[src/rtl/vector_detect_pkg.sv]
// -----------------------------------------------------------------------------
// vector_detect_pkg
// Shared types and helpers for the set-bit enumeration blocks.
//   vbe_state_t      : enumerator control state (IDLE / SCAN)
//   bit_reverse      : reverses the low 'width' bits of a vector of up to 64 bits
//   onehot_to_index  : width-generic OR-reduction one-hot to binary encoder
// Both helpers work on a 64-bit container so any vector width up to 64 can use
// them; callers zero-extend on the way in and take the low bits on the way out.
// -----------------------------------------------------------------------------
package vector_detect_pkg;

    localparam int MAX_W     = 64;
    localparam int MAX_IDX_W = 6;

    typedef enum logic {
        IDLE = 1'b0,
        SCAN = 1'b1
    } vbe_state_t;

    // Bits at or above 'width' come back as zero.
    function automatic logic [MAX_W-1:0] bit_reverse(input logic [MAX_W-1:0] vec,
                                                     input int              width);
        logic [MAX_W-1:0] r;
        int               j;
        r = '0;
        for (int i = 0; i < MAX_W; i++) begin
            if (i < width) begin
                j    = width - 1 - i;
                r[i] = vec[j[MAX_IDX_W-1:0]];
            end
        end
        return r;
    endfunction

    // Each index bit is the OR of all one-hot positions whose index has that
    // bit set; an all-zero input encodes to 0.
    function automatic logic [MAX_IDX_W-1:0] onehot_to_index(input logic [MAX_W-1:0] onehot);
        logic [MAX_IDX_W-1:0] idx;
        idx = '0;
        for (int i = 0; i < MAX_W; i++) begin
            if (onehot[i]) begin
                idx = idx | MAX_IDX_W'(i);
            end
        end
        return idx;
    endfunction

endpackage

[src/rtl/vector_isolate_lowest.sv]
// -----------------------------------------------------------------------------
// vector_isolate_lowest
// Combinational isolation of the lowest set bit: lowest = x & (~x + 1).
// Ports:
//   vec_i     [VECTOR_WIDTH-1:0]  input vector
//   lowest_o  [VECTOR_WIDTH-1:0]  one-hot of the lowest set bit of vec_i, zero if vec_i==0
// -----------------------------------------------------------------------------
module vector_isolate_lowest #(
    parameter int VECTOR_WIDTH = 16
) (
    input  logic [VECTOR_WIDTH-1:0] vec_i,
    output logic [VECTOR_WIDTH-1:0] lowest_o
);

    localparam logic [VECTOR_WIDTH-1:0] ONE = {{(VECTOR_WIDTH-1){1'b0}}, 1'b1};

    // Two's complement negation keeps only the lowest set bit in common with x.
    assign lowest_o = vec_i & (~vec_i + ONE);

endmodule

[src/rtl/vector_bit_enum.sv]
// -----------------------------------------------------------------------------
// vector_bit_enum
// Streaming set-bit enumerator. A vector accepted over in_valid/in_ready is
// emitted as one output beat per set bit, in priority order (LSB-first or
// MSB-first). An all-zero vector produces a single beat flagged out_zero.
// Ports:
//   clk         rising-edge clock
//   rst         synchronous reset, active high
//   abort       drops the enumeration in progress (ignored in IDLE)
//   in_valid    in_vec is offered
//   in_ready    block accepts a vector this cycle
//   in_vec      vector to enumerate
//   out_valid   output beat valid
//   out_ready   consumer accepts the beat
//   out_onehot  one-hot mask of the current set bit (zero for an empty vector)
//   out_index   binary index of out_onehot (zero for an empty vector)
//   out_last    final beat of this vector
//   out_zero    accepted vector was all zeros
// -----------------------------------------------------------------------------
module vector_bit_enum #(
    parameter int VECTOR_WIDTH = 16,
    parameter int MSB_FIRST    = 0,
    parameter int IDX_W        = $clog2(VECTOR_WIDTH)
) (
    input  logic                    clk,
    input  logic                    rst,
    input  logic                    abort,
    input  logic                    in_valid,
    output logic                    in_ready,
    input  logic [VECTOR_WIDTH-1:0] in_vec,
    output logic                    out_valid,
    input  logic                    out_ready,
    output logic [VECTOR_WIDTH-1:0] out_onehot,
    output logic [IDX_W-1:0]        out_index,
    output logic                    out_last,
    output logic                    out_zero
);

    import vector_detect_pkg::*;

    if (VECTOR_WIDTH < 2 || VECTOR_WIDTH > MAX_W) begin : g_bad_width
        $error("vector_bit_enum: VECTOR_WIDTH must be in 2..64");
    end

    vbe_state_t              state_q;
    logic [VECTOR_WIDTH-1:0] remaining_q;

    logic [VECTOR_WIDTH-1:0] onehot;
    logic [VECTOR_WIDTH-1:0] rest;
    logic [MAX_IDX_W-1:0]    idx_full;
    logic                    scan;
    logic                    last;
    logic                    out_fire;
    logic                    in_fire;

    // Beat selection. The MSB-first order reuses the lowest-bit isolator on
    // the mirrored vector and mirrors the result back.
    if (MSB_FIRST != 0) begin : g_msb_first
        logic [MAX_W-1:0]        rem_rev_full;
        logic [MAX_W-1:0]        oh_back_full;
        logic [VECTOR_WIDTH-1:0] rem_rev;
        logic [VECTOR_WIDTH-1:0] oh_rev;
        logic                    unused_rev_bits;

        assign rem_rev_full = bit_reverse(MAX_W'(remaining_q), VECTOR_WIDTH);
        assign rem_rev      = rem_rev_full[VECTOR_WIDTH-1:0];

        vector_isolate_lowest #(
            .VECTOR_WIDTH(VECTOR_WIDTH)
        ) u_isolate (
            .vec_i   (rem_rev),
            .lowest_o(oh_rev)
        );

        assign oh_back_full    = bit_reverse(MAX_W'(oh_rev), VECTOR_WIDTH);
        assign onehot          = oh_back_full[VECTOR_WIDTH-1:0];
        assign unused_rev_bits = ^{rem_rev_full, oh_back_full};
    end else begin : g_lsb_first
        vector_isolate_lowest #(
            .VECTOR_WIDTH(VECTOR_WIDTH)
        ) u_isolate (
            .vec_i   (remaining_q),
            .lowest_o(onehot)
        );
    end

    logic unused_idx_bits;

    assign idx_full        = onehot_to_index(MAX_W'(onehot));
    assign unused_idx_bits = ^idx_full;

    // remaining_q is zero in IDLE, so onehot/index need no extra gating there.
    // In SCAN an all-zero remaining register can only mean an empty vector:
    // the last beat of a non-empty vector always leaves SCAN or reloads.
    assign scan       = (state_q == SCAN);
    assign rest       = remaining_q & ~onehot;
    assign last       = scan & (rest == '0);

    assign out_valid  = scan;
    assign out_onehot = onehot;
    assign out_index  = idx_full[IDX_W-1:0];
    assign out_last   = last;
    assign out_zero   = scan & (remaining_q == '0);

    // Accepting on the final beat lets vectors stream with no bubble; this is
    // a deliberate combinational path from out_ready to in_ready.
    assign out_fire   = scan & out_ready;
    assign in_ready   = ~scan | (out_fire & last & ~abort);
    assign in_fire    = in_valid & in_ready;

    always_ff @(posedge clk) begin
        if (rst) begin
            state_q     <= IDLE;
            remaining_q <= '0;
        end else if (scan && abort) begin
            // Any beat transferred this cycle is discarded.
            state_q     <= IDLE;
            remaining_q <= '0;
        end else if (in_fire) begin
            state_q     <= SCAN;
            remaining_q <= in_vec;
        end else if (out_fire && last) begin
            state_q     <= IDLE;
            remaining_q <= '0;
        end else if (out_fire) begin
            remaining_q <= rest;
        end
    end

endmodule
[config.mk]
export PLATFORM = sky130hd
export DESIGN_NAME = vector_bit_enum
export DESIGN_NICKNAME = d
export VERILOG_FILES = /design/src/rtl/vector_detect_pkg.sv /design/src/rtl/vector_isolate_lowest.sv /design/src/rtl/vector_bit_enum.sv
export SDC_FILE = /design/constraint.sdc
export NUM_CORES = 1
export LEC_CHECK = 0
export BUFFER_PORTS_ARGS = -buffer_cell sky130_fd_sc_hd__buf_2
export CAP_MARGIN = 20
export CELL_PAD_IN_SITES_DETAIL_PLACEMENT = 1
export CELL_PAD_IN_SITES_GLOBAL_PLACEMENT = 2
export CORE_ASPECT_RATIO = 0.9
export CORE_MARGIN = 2
export CORE_UTILIZATION = 29
export CTS_CLUSTER_DIAMETER = 50
export DETAILED_ROUTE_END_ITERATION = 8
export PLACE_DENSITY_LB_ADDON = 0.1
export SYNTH_ARGS = -nofsm -noshare
export SYNTH_HDL_FRONTEND = slang
export SYNTH_SLANG_ARGS = --single-unit
[constraint.sdc]
create_clock -name clk -period 6.9 [get_ports clk]
set_input_delay 1.38 -clock clk [delete_from_list [all_inputs] [get_ports clk]]
set_output_delay 1.38 -clock clk [all_outputs]
set_load 0.01 [all_outputs]
Word level (Yosys, flattened, before mapping)
Cells that the tools add are included.

storage, ports and cells
  memory bits (read-only) = 0
  output and inout bits = 24
  bits in writable memories = 0
  register bits after elaboration = 17
  bits in latches = 0
  memories kept = 0
  bits of input ports = 21

operators by class
  bitwise operators = 13
  order comparisons = 0
  multipliers = 0
  reductions and logical operators = 7
  eq/ne operators = 0
  muxes and demuxes = 20
  divide/modulo/power cells = 0
  shift operators = 0
  add/sub/neg operators = 1

operator list
  cell                     count
  $mux W16                 3
  $and A16 B16 Y16         2
  $logic_not A16 Y1        2
  $mux W4                  8
  $not A16 Y16             2
  $add A16 B1 Y16 const B  1
  $mux W3                  4
  $and A1 B1 Y1            6
  $mux W2                  2
  $mux W1                  3
  $reduce_bool A3 Y1       1
  $logic_and A1 B1 Y1      2
  $not A1 Y1               2
  $reduce_bool A2 Y1       1
  $reduce_or A2 Y1         1
  $or A1 B1 Y1             1

Longest topological paths before layout
  depth in word-level cells = 18
  mapped depth = 8
  depth with buffers taken out = 7

Modules after synthesis
A second synthesis with hierarchy kept.

second synthesis, totals
  cell total of the unflattened synthesis = 168
  area, all modules = 1322.5 sq um

modules (own cells, without submodules)
  module                 area an instance (sq um)  times used  cells an instance  seq. area each (sq um)
  vector_bit_enum        1086.0                    1           137                340.3
  vector_isolate_lowest  236.5                     1           31                 0.0

Least setup slack after synthesis
No wires, ideal clock.

  path type = reg2out
  start = register remaining_q[0]
  end = output in_ready
  cell stages (with the launch flop) = 8
  arrival = 2.434 ns
  path buffers = 1
  path slack = 3.086 ns
  required time = 5.520 ns
  cells stage by stage = dfxtp_1 > buf_6 > nor4_4 > nand4_2 > or3_4 > a2111oi_4 > nand2_1 > o21ai_0

on the way
  longest elaborated chain between the ends = 10

ends and longest elaborated chain
  what                            RTL line                     RTL
  start: declaration              vector_bit_enum.sv:46        logic [VECTOR_WIDTH-1:0] remaining_q;
  start signal: assignment        vector_bit_enum.sv:121       remaining_q <= in_vec;
  start signal: assignment        vector_bit_enum.sv:126       remaining_q <= rest;
  $not A16 Y16                    vector_isolate_lowest.sv:18  assign lowest_o = vec_i & (~vec_i + ONE);
  $add A16 B1 Y16                 vector_isolate_lowest.sv:18
  $and A16 B16 Y16                vector_isolate_lowest.sv:18
  $not A16 Y16                    vector_bit_enum.sv:96        assign rest = remaining_q & ~onehot;
  $and A16 B16 Y16 (*)            vector_bit_enum.sv:96
  $logic_not A16 Y1 (*)           vector_bit_enum.sv:97        assign last = scan & (rest == '0);
  $and A1 B1 Y1 (*)               vector_bit_enum.sv:97
  net out_last                    vector_bit_enum.sv:35        output logic out_last,
  $and A1 B1 Y1 (*) (2 in a row)  vector_bit_enum.sv:108       assign in_ready = ~scan | (out_fire & last & ~abort);
  $or A1 B1 Y1 (*)                vector_bit_enum.sv:108
  end: declaration                vector_bit_enum.sv:29        output logic in_ready,

Mark *: on every way through the listed nets, which the timed path passes. The rest lies on a longest branch.

Final worst setup path
  start = register remaining_q[0]
  end = output in_ready

on the way
  longest elaborated chain between the ends = 10

ends and longest elaborated chain
  what                            RTL line
  $not A16 Y16                    vector_isolate_lowest.sv:18
  $add A16 B1 Y16                 vector_isolate_lowest.sv:18
  $and A16 B16 Y16                vector_isolate_lowest.sv:18
  $not A16 Y16                    vector_bit_enum.sv:96
  $and A16 B16 Y16 (*)            vector_bit_enum.sv:96
  $logic_not A16 Y1 (*)           vector_bit_enum.sv:97
  $and A1 B1 Y1 (*)               vector_bit_enum.sv:97
  $and A1 B1 Y1 (*) (2 in a row)  vector_bit_enum.sv:108
  $or A1 B1 Y1 (*)                vector_bit_enum.sv:108

Every way passes the cells marked *; elsewhere a longest branch is shown, timed or not.

==> impl_metrics.ini <==
[clock_tree]
clock-sinks = 17
hold_buffers = 0
clk_latency_ns = 0.25
cts_root_buf = clkbuf_8
cts_buffers = 3
postCtsSetupRepairBufs = 0
cts_max_level = 1
clockBufferDepth = 2
cts_tree = yes
postCtsResizedCells = 0
clkTransAtPathRegs_ns = 0.07

[global_routing]
grt_max_degree = 20
grt_pass1_vias = 1574
grt_overflow = 0
antenna_found_initial = 0
grt.total_usage_pct = 18.6
grt_pass1_wl_microns = 8180

[detailed_routing]
vias = 1652
drc = 0
ant_nets = 0
wl_microns = 5070
vias_per_cell = 5.49
initialDrtViolationCount = 102
firstDrtPassIters = 4
wl_per_cell_microns = 16.9

[die]
rows = 24
dieWidth_microns = 77.8
die_area_sq_mm = 0.00547
initial_core_util_pct = 29.7
ios = 45
die_h_microns = 70.4
core_sq_mm = 0.00477

[logic_synthesis]
ys.warnings.count = 0
yosysTopAreaCell = dfxtp_1
syn-num-nets = 224
synthTopCellsByArea = dfxtp_1 (24%), nand2_1 (9.5%), nor2_1 (4.5%)
yosysSeqAreaShare_pct = 24.0
yosysTopAreaCellShare_pct = 24.0
synth_edf_count = 0
synth_xor_area_share_pct = 0
synth.ff_latch_count = 17
avgSynthCellArea_sq_um = 7.00
synth_ff_type = dfxtp_1
synth_top_family_by_area = simple AND/OR/NAND/NOR gates
synthesis.instances = 203
async_flop_share_pct = 0
synthMuxAreaShare_pct = 0.705
synth_compound_area_share_pct = 26.3
synth_fa_ha_area_share_pct = 0.705
synth.cell_area_sq_mm = 0.00142
synthDistinctLibCells = 47
synth-simple-area-share_pct = 41.4

[pwr]
combPwrFrac_pct = 42.2
netSwitchingPower_mw = 0.149
vdd.ir_drop.worst_uv = 79.4
power_leakage_nw = 0.736
p_clk_share_pct = 21.6
pwr_density_cell_mw_per_mm2 = 208
switching_share_pct = 41.9
total_power_mw = 0.356
power.internal_mw = 0.207
p_seq_share_pct = 36.2

[finish]
layout_common_cells = buf_2 (44), nand2_1 (36), nor2_1 (17), dfxtp_1 (17), o21ai_1 (9)
diodes = 0
mostFrequentLayoutCell = buf_2
nNetsFinal = 258
areaGrowthSynthToFinish_pct = 20.2
drive_above_1_share_pct = 25.0
final_core_util_pct = 35.7

[flow_run]
drv_cap = 0

[placement]
gp_congestion = 0.873
portBuffers = 44
hpwl_microns = 4010

[timing]
max_freq_mhz = 230
clock-skew-final_ns = 0.00348
setup_viol = 0
rsz0062_at_grt = no
fin_crit_ns = 4.36
report.final.slew_viol_count = 0
hold_viol = 0
tightest_slew_ns = 0.620
tns_ns = 0
slew-limit-headroom_pct = 58.6
post-route-period-util_pct = 63.1

[min_path]
worstHoldPathCells = 2
holdCritStartpoint = remaining_q[6]
hold_path_class = flip-flop to flip-flop
worstHoldEndpoint = remaining_q[6]

[worst_setup_path]
cp.required_ns = 5.52
rr_endpoint = remaining_q[9]
arrival_ns = 2.98
startpoint_type = flip-flop
worstRegToRegCells = 7
r2r_start = remaining_q[0]
endpoint_kind = output pin
reg2reg_slack_ns = 4.12
path_max_fanout = 11
critical_path_class = flip-flop to output pin

[status]
status = completed
through the flow:
stage | cell area, sq um | worst slack (ns) | hold WS, ns | cells
floorplan | 1420 | 3.09 | 0.482 | 203
global placement | 1650 | 2.93 | 0.540 | 296
detailed placement | 1650 | 2.80 | 0.550 | 296
CTS | 1700 | 2.50 | 0.559 | 300
global route | 1710 | 2.20 | 0.589 | 301
finish | 1710 | 2.54 | 0.551 | 301
sequential cells by signal, summed over array words and instances (netlist names):
name,cells
remaining_q,16
out_valid,1
power groups by stage:
stage	sequential, mW	combinational [mW]	clock, mW
after floorplan	0.117	0.114	0
after global placement	0.130	0.148	0
after detailed placement	0.131	0.149	0
after CTS	0.128	0.150	0.0784
after global routing	0.131	0.168	0.0841
final	0.129	0.150	0.0768
cell type report:
class                   instances  area (sq um)
repair buffers                 46           235
multi-input cells             164           985
flip-flops and latches         17           340
well taps                      65          81.3
inverters                       5          18.8
clock buffers                   3          41.3
clock inverters                 1          5.00
fillers                       635          3070
worst max-delay path, stage by stage, from the launching register on:
cell       delay (ns)
dfxtp_1          0.45
nor4_4           0.51
nand3_1          0.28
nor2_1           0.24
o221ai_1         0.21
a2111oi_4        0.52
nand2_1          0.18
o21ai_0          0.17
buf_2            0.15
kinds of logic (layout without fill, tap and decap cells):
| family | after synthesis | count (layout) |
|---|---|---|
| flip-flops | 17 | 17 |
| buffers and inverters | 22 | 55 |
| AND/OR/NAND/NOR | 110 | 110 |
| adder cells (fa/ha/maj) | 1 | 1 |
| multiplexers | 1 | 1 |
| AO/OA/AOI/OAI | 52 | 52 |
Yosys cell counts, types with 2 or more instances:
cell type and count:
nand2_1 36, o21ai_0 8, nand3_1 7, and3_1 6, a21o_1 2, or3_1 4, nand4_1 4, o21ai_1 9
nor3b_1 2, clkbuf_1 13, a21oi_1 8, inv_1 5, dfxtp_1 17, and2_1 6, nor4_1 4, buf_4 2
o22ai_1 2, nor2_1 17, a211oi_1 2, o221ai_1 6, or4_1 2, o31ai_1 2, o211ai_1 2, nor3_1 8
a31oi_1 2, and4_1 2, o2111ai_1 3, nor2b_1 3
how the worst max path moves through the flow:
stage                    from        to  cells after the start  slack [ns]
2_1_floorplan  remaining_q[0]  in_ready                      7        3.09
3_3_place_gp   remaining_q[0]  in_ready                      8        2.93
3_5_place_dp   remaining_q[0]  in_ready                      8        2.80
4_1_cts        remaining_q[0]  in_ready                      8        2.50
5_1_grt        remaining_q[0]  in_ready                      8        2.20
6_report       remaining_q[0]  in_ready                      8        2.54
metal layers:
layer  wire length [microns]  share of wire [%]  vias to the layer above  GRT usage, %
li1                        -                  -                      813             -
met1                    2590                 51                      783          28.4
met2                    2140                 42                       54          27.3
met3                     306                6.0                        2          2.45
met4                      29               0.57                        0          4.76
met5                       0                  0                        -             0
(Power assumes the default switching activity.)
